**config.mk**
```make
export PLATFORM = sky130hd
export DESIGN_NAME = uart_rx_serial
export DESIGN_NICKNAME = d
export VERILOG_FILES = /design/src/rtl/uart_rx_serial.sv
export SDC_FILE = /design/constraint.sdc
export NUM_CORES = 1
export LEC_CHECK = 0
export CAP_MARGIN = 20
export CORE_MARGIN = 2
export CORE_UTILIZATION = 50
export CTS_CLUSTER_DIAMETER = 30
export DETAILED_ROUTE_END_ITERATION = 10
export PLACE_DENSITY = 0.7
export SETUP_SLACK_MARGIN = 0.5
export SLEW_MARGIN = 20
export SYNTH_ARGS = -nofsm -noshare
export SYNTH_HDL_FRONTEND = slang
export SYNTH_SLANG_ARGS = --single-unit
```
**constraint.sdc**
```tcl
create_clock -name clk -period 1.5 [get_ports clk]
set_input_delay 0.15 -clock clk [delete_from_list [all_inputs] [get_ports clk]]
set_output_delay 0.15 -clock clk [all_outputs]
set_load 0.005 [all_outputs]
```
**src/rtl/uart_rx_serial.sv**
```systemverilog
// 8N1 UART receiver: two-flop rx synchroniser, start-edge-timed mid-bit sampling,
// LSB-first deserialiser with stop-bit check, single-cycle rcv / frame_err strobes.
module uart_rx_serial #(
    parameter int unsigned BAUD_DIV = 1250
) (
    input  logic       clk,
    input  logic       rstn,
    input  logic       rx,
    output logic [7:0] data,
    output logic       rcv,
    output logic       busy,
    output logic       frame_err
);

    localparam int unsigned HALF = BAUD_DIV >> 1;
    localparam int unsigned CW   = $clog2(BAUD_DIV);

    localparam logic [CW-1:0] HALF_LAST = CW'(HALF - 1);
    localparam logic [CW-1:0] BIT_LAST  = CW'(BAUD_DIV - 1);

    typedef enum logic [2:0] {
        S_IDLE,
        S_START,
        S_DATA,
        S_STOP,
        S_WAIT_HIGH
    } state_t;

    state_t        state;
    logic          rx_m;
    logic          rx_s;
    logic [CW-1:0] cnt;
    logic [2:0]    bitcnt;
    logic [7:0]    shift;

    always_ff @(posedge clk) begin
        if (!rstn) begin
            rx_m      <= 1'b1;
            rx_s      <= 1'b1;
            state     <= S_IDLE;
            cnt       <= '0;
            bitcnt    <= '0;
            shift     <= '0;
            data      <= '0;
            rcv       <= 1'b0;
            frame_err <= 1'b0;
            busy      <= 1'b0;
        end else begin
            rx_m      <= rx;
            rx_s      <= rx_m;
            rcv       <= 1'b0;
            frame_err <= 1'b0;
            cnt       <= cnt + CW'(1);

            case (state)
                S_IDLE: begin
                    if (!rx_s) begin
                        state <= S_START;
                        cnt   <= '0;
                        busy  <= 1'b1;
                    end
                end

                // A start bit that is high again at its mid-point is a glitch.
                S_START: begin
                    if (cnt == HALF_LAST) begin
                        cnt <= '0;
                        if (!rx_s) begin
                            state  <= S_DATA;
                            bitcnt <= '0;
                        end else begin
                            state <= S_IDLE;
                            busy  <= 1'b0;
                        end
                    end
                end

                S_DATA: begin
                    if (cnt == BIT_LAST) begin
                        cnt    <= '0;
                        shift  <= {rx_s, shift[7:1]};
                        bitcnt <= bitcnt + 3'd1;
                        if (bitcnt == 3'd7) begin
                            state <= S_STOP;
                        end
                    end
                end

                S_STOP: begin
                    if (cnt == BIT_LAST) begin
                        cnt <= '0;
                        if (rx_s) begin
                            data  <= shift;
                            rcv   <= 1'b1;
                            state <= S_IDLE;
                            busy  <= 1'b0;
                        end else begin
                            frame_err <= 1'b1;
                            state     <= S_WAIT_HIGH;
                        end
                    end
                end

                // Hold off through a break so a low line is not taken as a new start.
                S_WAIT_HIGH: begin
                    if (rx_s) begin
                        state <= S_IDLE;
                        cnt   <= '0;
                        busy  <= 1'b0;
                    end
                end

                default: begin
                    state <= S_IDLE;
                    cnt   <= '0;
                    busy  <= 1'b0;
                end
            endcase
        end
    end

endmodule

```
# After elaboration in Yosys (flattened, before gate mapping)
# Cells that the tools add are included.
[classes] n_bitwise=1 n_lt_le_gt_ge=0 shift=0 mul=0 eq_ne=14 addsub=2 muxes=25 n_div=0 n_reduce_logical=9
[ops] op="$mux 11" n=4
[ops] op="$pmux 11 s4" n=1
[ops] op="$mux 3" n=10
[ops] op="$pmux 3 s5" n=1
[ops] op="$ne 2x2->1 const B" n=7
[ops] op="$add 11x1->11 const B" n=1
[ops] op="$eq 11x10->1 const B" n=1
[ops] op="$eq 11x11->1 const B" n=1
[ops] op="$reduce_and 4->1" n=2
[ops] op="$eq 3x2->1 const B" n=2
[ops] op="$eq 3x3->1 const B" n=2
[ops] op="$mux 1" n=6
[ops] op="$pmux 3 s2" n=1
[ops] op="$reduce_and 3->1" n=2
[ops] op="$reduce_and 6->1" n=1
[ops] op="$pmux 1 s5" n=1
[ops] op="$add 3x1->3 const B" n=1
[ops] op="$eq 3x1->1 const B" n=1
[ops] op="$logic_not 3->1" n=1
[ops] op="$mux 2" n=1
[ops] op="$reduce_and 2->1" n=1
[ops] op="$reduce_bool 2->1" n=1
[ops] op="$reduce_or 2->1" n=1
[ops] op="$not 1->1" n=1
[totals] ramBits=0 rom_bits=0 reg_bits=38 latch_bits=0 mem_count=0 out_inout_bits=11

# Longest topological paths before layout
[logic_depth] depth_word=4 mapped_depth=7 depth_no_buf=6

# Least setup slack after synthesis
# Ideal clock, no wire load.
[synth_timing] path_type="register to register" from="reg cnt[0]" to="reg state[0]" arrival_time_ps=1466 path_stages_with_launch=7 setup_slack_ps=-87 synth_period_minus_slack_ps=1587 setup_time_ps=121 path_buffers=0 cell_sequence="dfxtp_1 -> inv_1 -> ha_1 -> and4bb_2 -> a31oi_2 -> o31ai_1 -> a2bb2o_1"
[synth_between] elab_chain_len=3 word_cells_on_any_way=6 classes_between="eq/ne: 5; reduce/logical: 1"
[synth_lines] element="start: declaration" line_no="32" source="logic [CW-1:0] cnt;"
[synth_lines] element="start signal: assignment" line_no="53" source="cnt <= cnt + CW'(1);"
[synth_lines] element="$eq 11x11->1 / $eq 11x10->1 (equally long branches)" line_no="79, 90, 66"
[synth_lines] element="$ne 2x2->1 (no line)"
[synth_lines] element="$reduce_and 6->1 (no line) (*)"
[synth_lines] element="end signal: assignment" line_no="84" source="state <= S_STOP;"
[synth_lines] element="end signal: assignment" line_no="95" source="state <= S_IDLE;"
[synth_lines] element="end signal: assignment" line_no="99" source="state <= S_WAIT_HIGH;"
[synth_lines] element="end: declaration" line_no="29" source="state_t state;"
# Every way passes the cells marked *; elsewhere a longest branch is shown, timed or not.
# A chain may end at the register's enable or synchronous reset.

# Worst setup path in the final report
[layout_timing] from="reg cnt[0]" to="reg state[1]"
# Same word-level chain as after synthesis.

==> impl_results.rst <==
.. list-table::
   :header-rows: 1

   * - Metric
     - Value
   * - Run status
     - complete, but fails checks
   * - Violated checks
     - setup timing
   * - Clock Latency Late Sink
     - 350 ps
   * - Synthesized instance count
     - 192
   * - Clock tree from TritonCTS
     - done
   * - Met3 routed wirelength
     - 112 µm
   * - Via count
     - 1561
   * - Number of nets with antenna violations after routing
     - 0
   * - Clock slew at reported path FFs
     - about 120 ps
   * - Share of async-settable or async-resettable flops after synthesis
     - 0
   * - Top cell type's share of synthesized area
     - 0.438
   * - Worst Path Max Fanout
     - 4
   * - Family with the most delay on the worst path
     - simple AND/OR/NAND/NOR gates
   * - Antenna Cells
     - 0
   * - Fin Setup TNS
     - -1570 ps
   * - Maximum clock insertion buffer count
     - 2
   * - Total routed wire length on the met1 layer
     - ~1700 µm
   * - Cell area after placement
     - 2160 µm²
   * - Largest net degree at the start of global routing
     - 25
   * - Drt pass-1 iters
     - 4
   * - Die Outline Area
     - 3960 µm²
   * - IO Port Bufs
     - 13
   * - Wire length per cell
     - 15.0 µm
   * - Area used by sequential logic in the layout
     - 778 µm²
   * - Time the worst path needs with I/O delays and setup
     - about 1600 ps
   * - Placeable Area
     - 3340 µm²
   * - Worst IR drop on VDD
     - 0.000765 V
   * - Measured slew at the worst slew-check pin
     - roughly 530 ps
   * - Root buf cell
     - clkbuf_4
   * - Detailed router's first-iteration violation count
     - 80
   * - Number of antenna violations at the first check in global routing
     - 0
   * - Fraction of layout cells with a size suffix above 1
     - 0.451
   * - Crit path kind
     - register to register
   * - Area contributors post-synth
     - dfxtp_1 (44%), a21boi_1 (6.9%), nand3_1 (5.5%)
   * - Number of nets in the final layout
     - 244
   * - RSZ-0062 raised after global routing
     - yes
   * - Routed vias/inst
     - around 5.5
   * - Met2 layer wire length in the routed design
     - 2280 µm
   * - Max-cap check violation count
     - 0
   * - Number of rows created at floorplan
     - 21
   * - Most used cells in the layout excluding fill and tap cells
     - buf_4 (27), dfxtp_1 (26), nor2_1 (14)
   * - Longest individual stage delay on the worst path
     - 430 ps
   * - Final Hold Vio Count
     - 0
   * - Overall track demand over capacity in global routing
     - 0.238
   * - First-pass GRT wire length
     - 7360 µm
   * - Cell type of the slowest stage on the worst timing path
     - or4_1
   * - Arrival time worst endpoint
     - 1890 ps
   * - X dimension of the die
     - ~63 µm
   * - Via count of the first global-routing pass
     - 1626
   * - Critical path, cell by cell
     - inv_2 -> ha_2 -> and4bb_2 -> a31oi_4 -> or4_1 -> a21oi_1
   * - Num Clock Sinks
     - 38
   * - Final weighted congestion in routability-driven placement
     - roughly 0.86
   * - Flip-flop and latch count after synthesis
     - 38
   * - Top flip-flop cell by instance count after synthesis
     - dfxtp_1
   * - Initial core utilization
     - 0.521
   * - Overflow left after global routing
     - 0
   * - PwrDens
     - 1080 nW/µm²
   * - H-Tree Depth
     - 2
   * - Area growth from synthesis to final layout
     - 35.6%
   * - Number of fillers in the final layout
     - 250
   * - Post-layout total power
     - approximately 0.0025 W
   * - Num ports
     - 14
   * - Final design area excluding fillers
     - 2360 µm²
   * - Most frequent standard cell in the layout excluding fill and tap cells
     - buf_4
   * - Post-synth EDFFs
     - 0
   * - Post-synthesis cell area
     - 1740 µm²
   * - Path class of the lowest-slack min-delay path
     - primary input to register
   * - Sort of element at the start of the critical path
     - register
   * - Final setup violating endpoints
     - 32
   * - Number of CTS-inserted buffers
     - 5
   * - Synthesized netlist net count
     - 200
   * - Wire length after detailed routing
     - between 4000 and 5000 µm
   * - Proportion of synthesized chip area in sequential cells
     - 0.438
   * - Warning count from the yosys run
     - 0
   * - Highest metal layer used by the detailed router
     - met4
   * - Max-slew violation total from the final report
     - 0
   * - Final worst path period share
     - 1.07
   * - Half-perimeter wire length after placement
     - just under 3000 µm
   * - Final critical-path setup slack
     - -112 ps
   * - Maximum clock frequency
     - 621 MHz
   * - Area occupied by multi-input gates
     - 1090 µm²
   * - Data required time at the worst endpoint
     - 1780 ps
   * - DRC errors left
     - 0
   * - Headroom to the max-slew limit
     - 0.645
   * - Floorplan die height
     - 63.0 µm
   * - WP buf/inv
     - 1
   * - Post-synthesis cell type count
     - 39
   * - Mean instance size in the synthesized netlist
     - 9.05 µm²
   * - Leak
     - 0.901 nW
   * - Yosys top cell by area
     - dfxtp_1
   * - Setup skew after layout
     - 6.10 ps
   * - Type of element capturing the critical path
     - register
## logic make-up (layout without fill, tap and decap cells)
| logic type | count (synthesis) | in the layout | synth area share |
|---|---|---|---|
| and+or+nand+nor | 77 | 77 | 0.251 |
| AOI/OAI and AO/OA | 46 | 46 | 0.176 |
| DFF | 38 | 38 | 0.438 |
| buffers and inverters | 15 | 60 | 0.0425 |
| xor gates and xnor gates | 10 | 10 | 0.0504 |
| adders and majority gates | 6 | 6 | 0.0418 |
## registers in the layout (all words and copies together), names as in the netlist
name,flops
rx_s,1
state,3
busy,1
cnt,11
data,8
rx_m,1
shift,8
rcv,1
frame_err,1
bitcnt,3
## where the power goes
part	total [W]	internal (W)	switching [W]
registers	0.00110	0.00106	0.0000399
clock network	0.000575	0.000225	0.000350
logic	0.000860	0.000389	0.000471
total	0.00254	0.00168	0.000861
## repair_timing
item / 4_1_cts / 5_1_grt
hold buffers: 0 / 0
gates resized for setup: 75 / 16
pin swaps: 11 / 2
setup endpoints to repair: 47 / 37
setup buffers: 3 / 1
gates cloned: 2 / 0
## Yosys cell counts, types with 2 or more instances
cell	number
nand3_1	19
a21boi_1	16
buf_6	2
ha_1	5
nor2b_1	3
nor3_1	4
and4_1	3
clkbuf_1	5
nor2_1	14
a21oi_1	2
nand4_1	2
o21ai_1	17
nand2_1	16
o211ai_1	2
dfxtp_1	38
buf_2	2
xor2_1	7
xnor2_1	3
inv_1	6
nand2b_1	3
and3_1	4
o31ai_1	2
## area by class of cell
type,count,share of cell area
sequential,38,0.330
timing repair buffer,46,0.146
clock inverter,2,0.00531
multi-input combinational,139,0.462
clock buffer,6,0.0218
tap,46,0.0244
inverter,6,0.00955
## per-layer routing
metal | up-vias | track usage
li1 | 775 | -
met1 | 753 | 0.262
met2 | 21 | 0.431
met3 | 12 | 0.0595
met4 | 0 | 0.103
met5 | - | 0
## worst paths after layout
check,start,end,slack (ps),depth (start not counted)
worst max-delay path,cnt[0],state[1],-110,6
worst min-delay path,rx,rx_m,370,2
worst max register to register,cnt[0],state[1],-110,6
worst min register to register,rx_m,rx_s,420,1
## through the flow
stage                     instances  utilization  worst slack [ps]  hold WS, ps
final                           283        0.706              -112          367
after global routing            283        0.706              -164          379
after CTS                       282        0.688              -106          343
after detailed placement        269        0.646              -107          393
after global placement          269        0.646             -65.8          395
after floorplan                 192            -             -41.3          251
(Power assumes the default switching activity.)
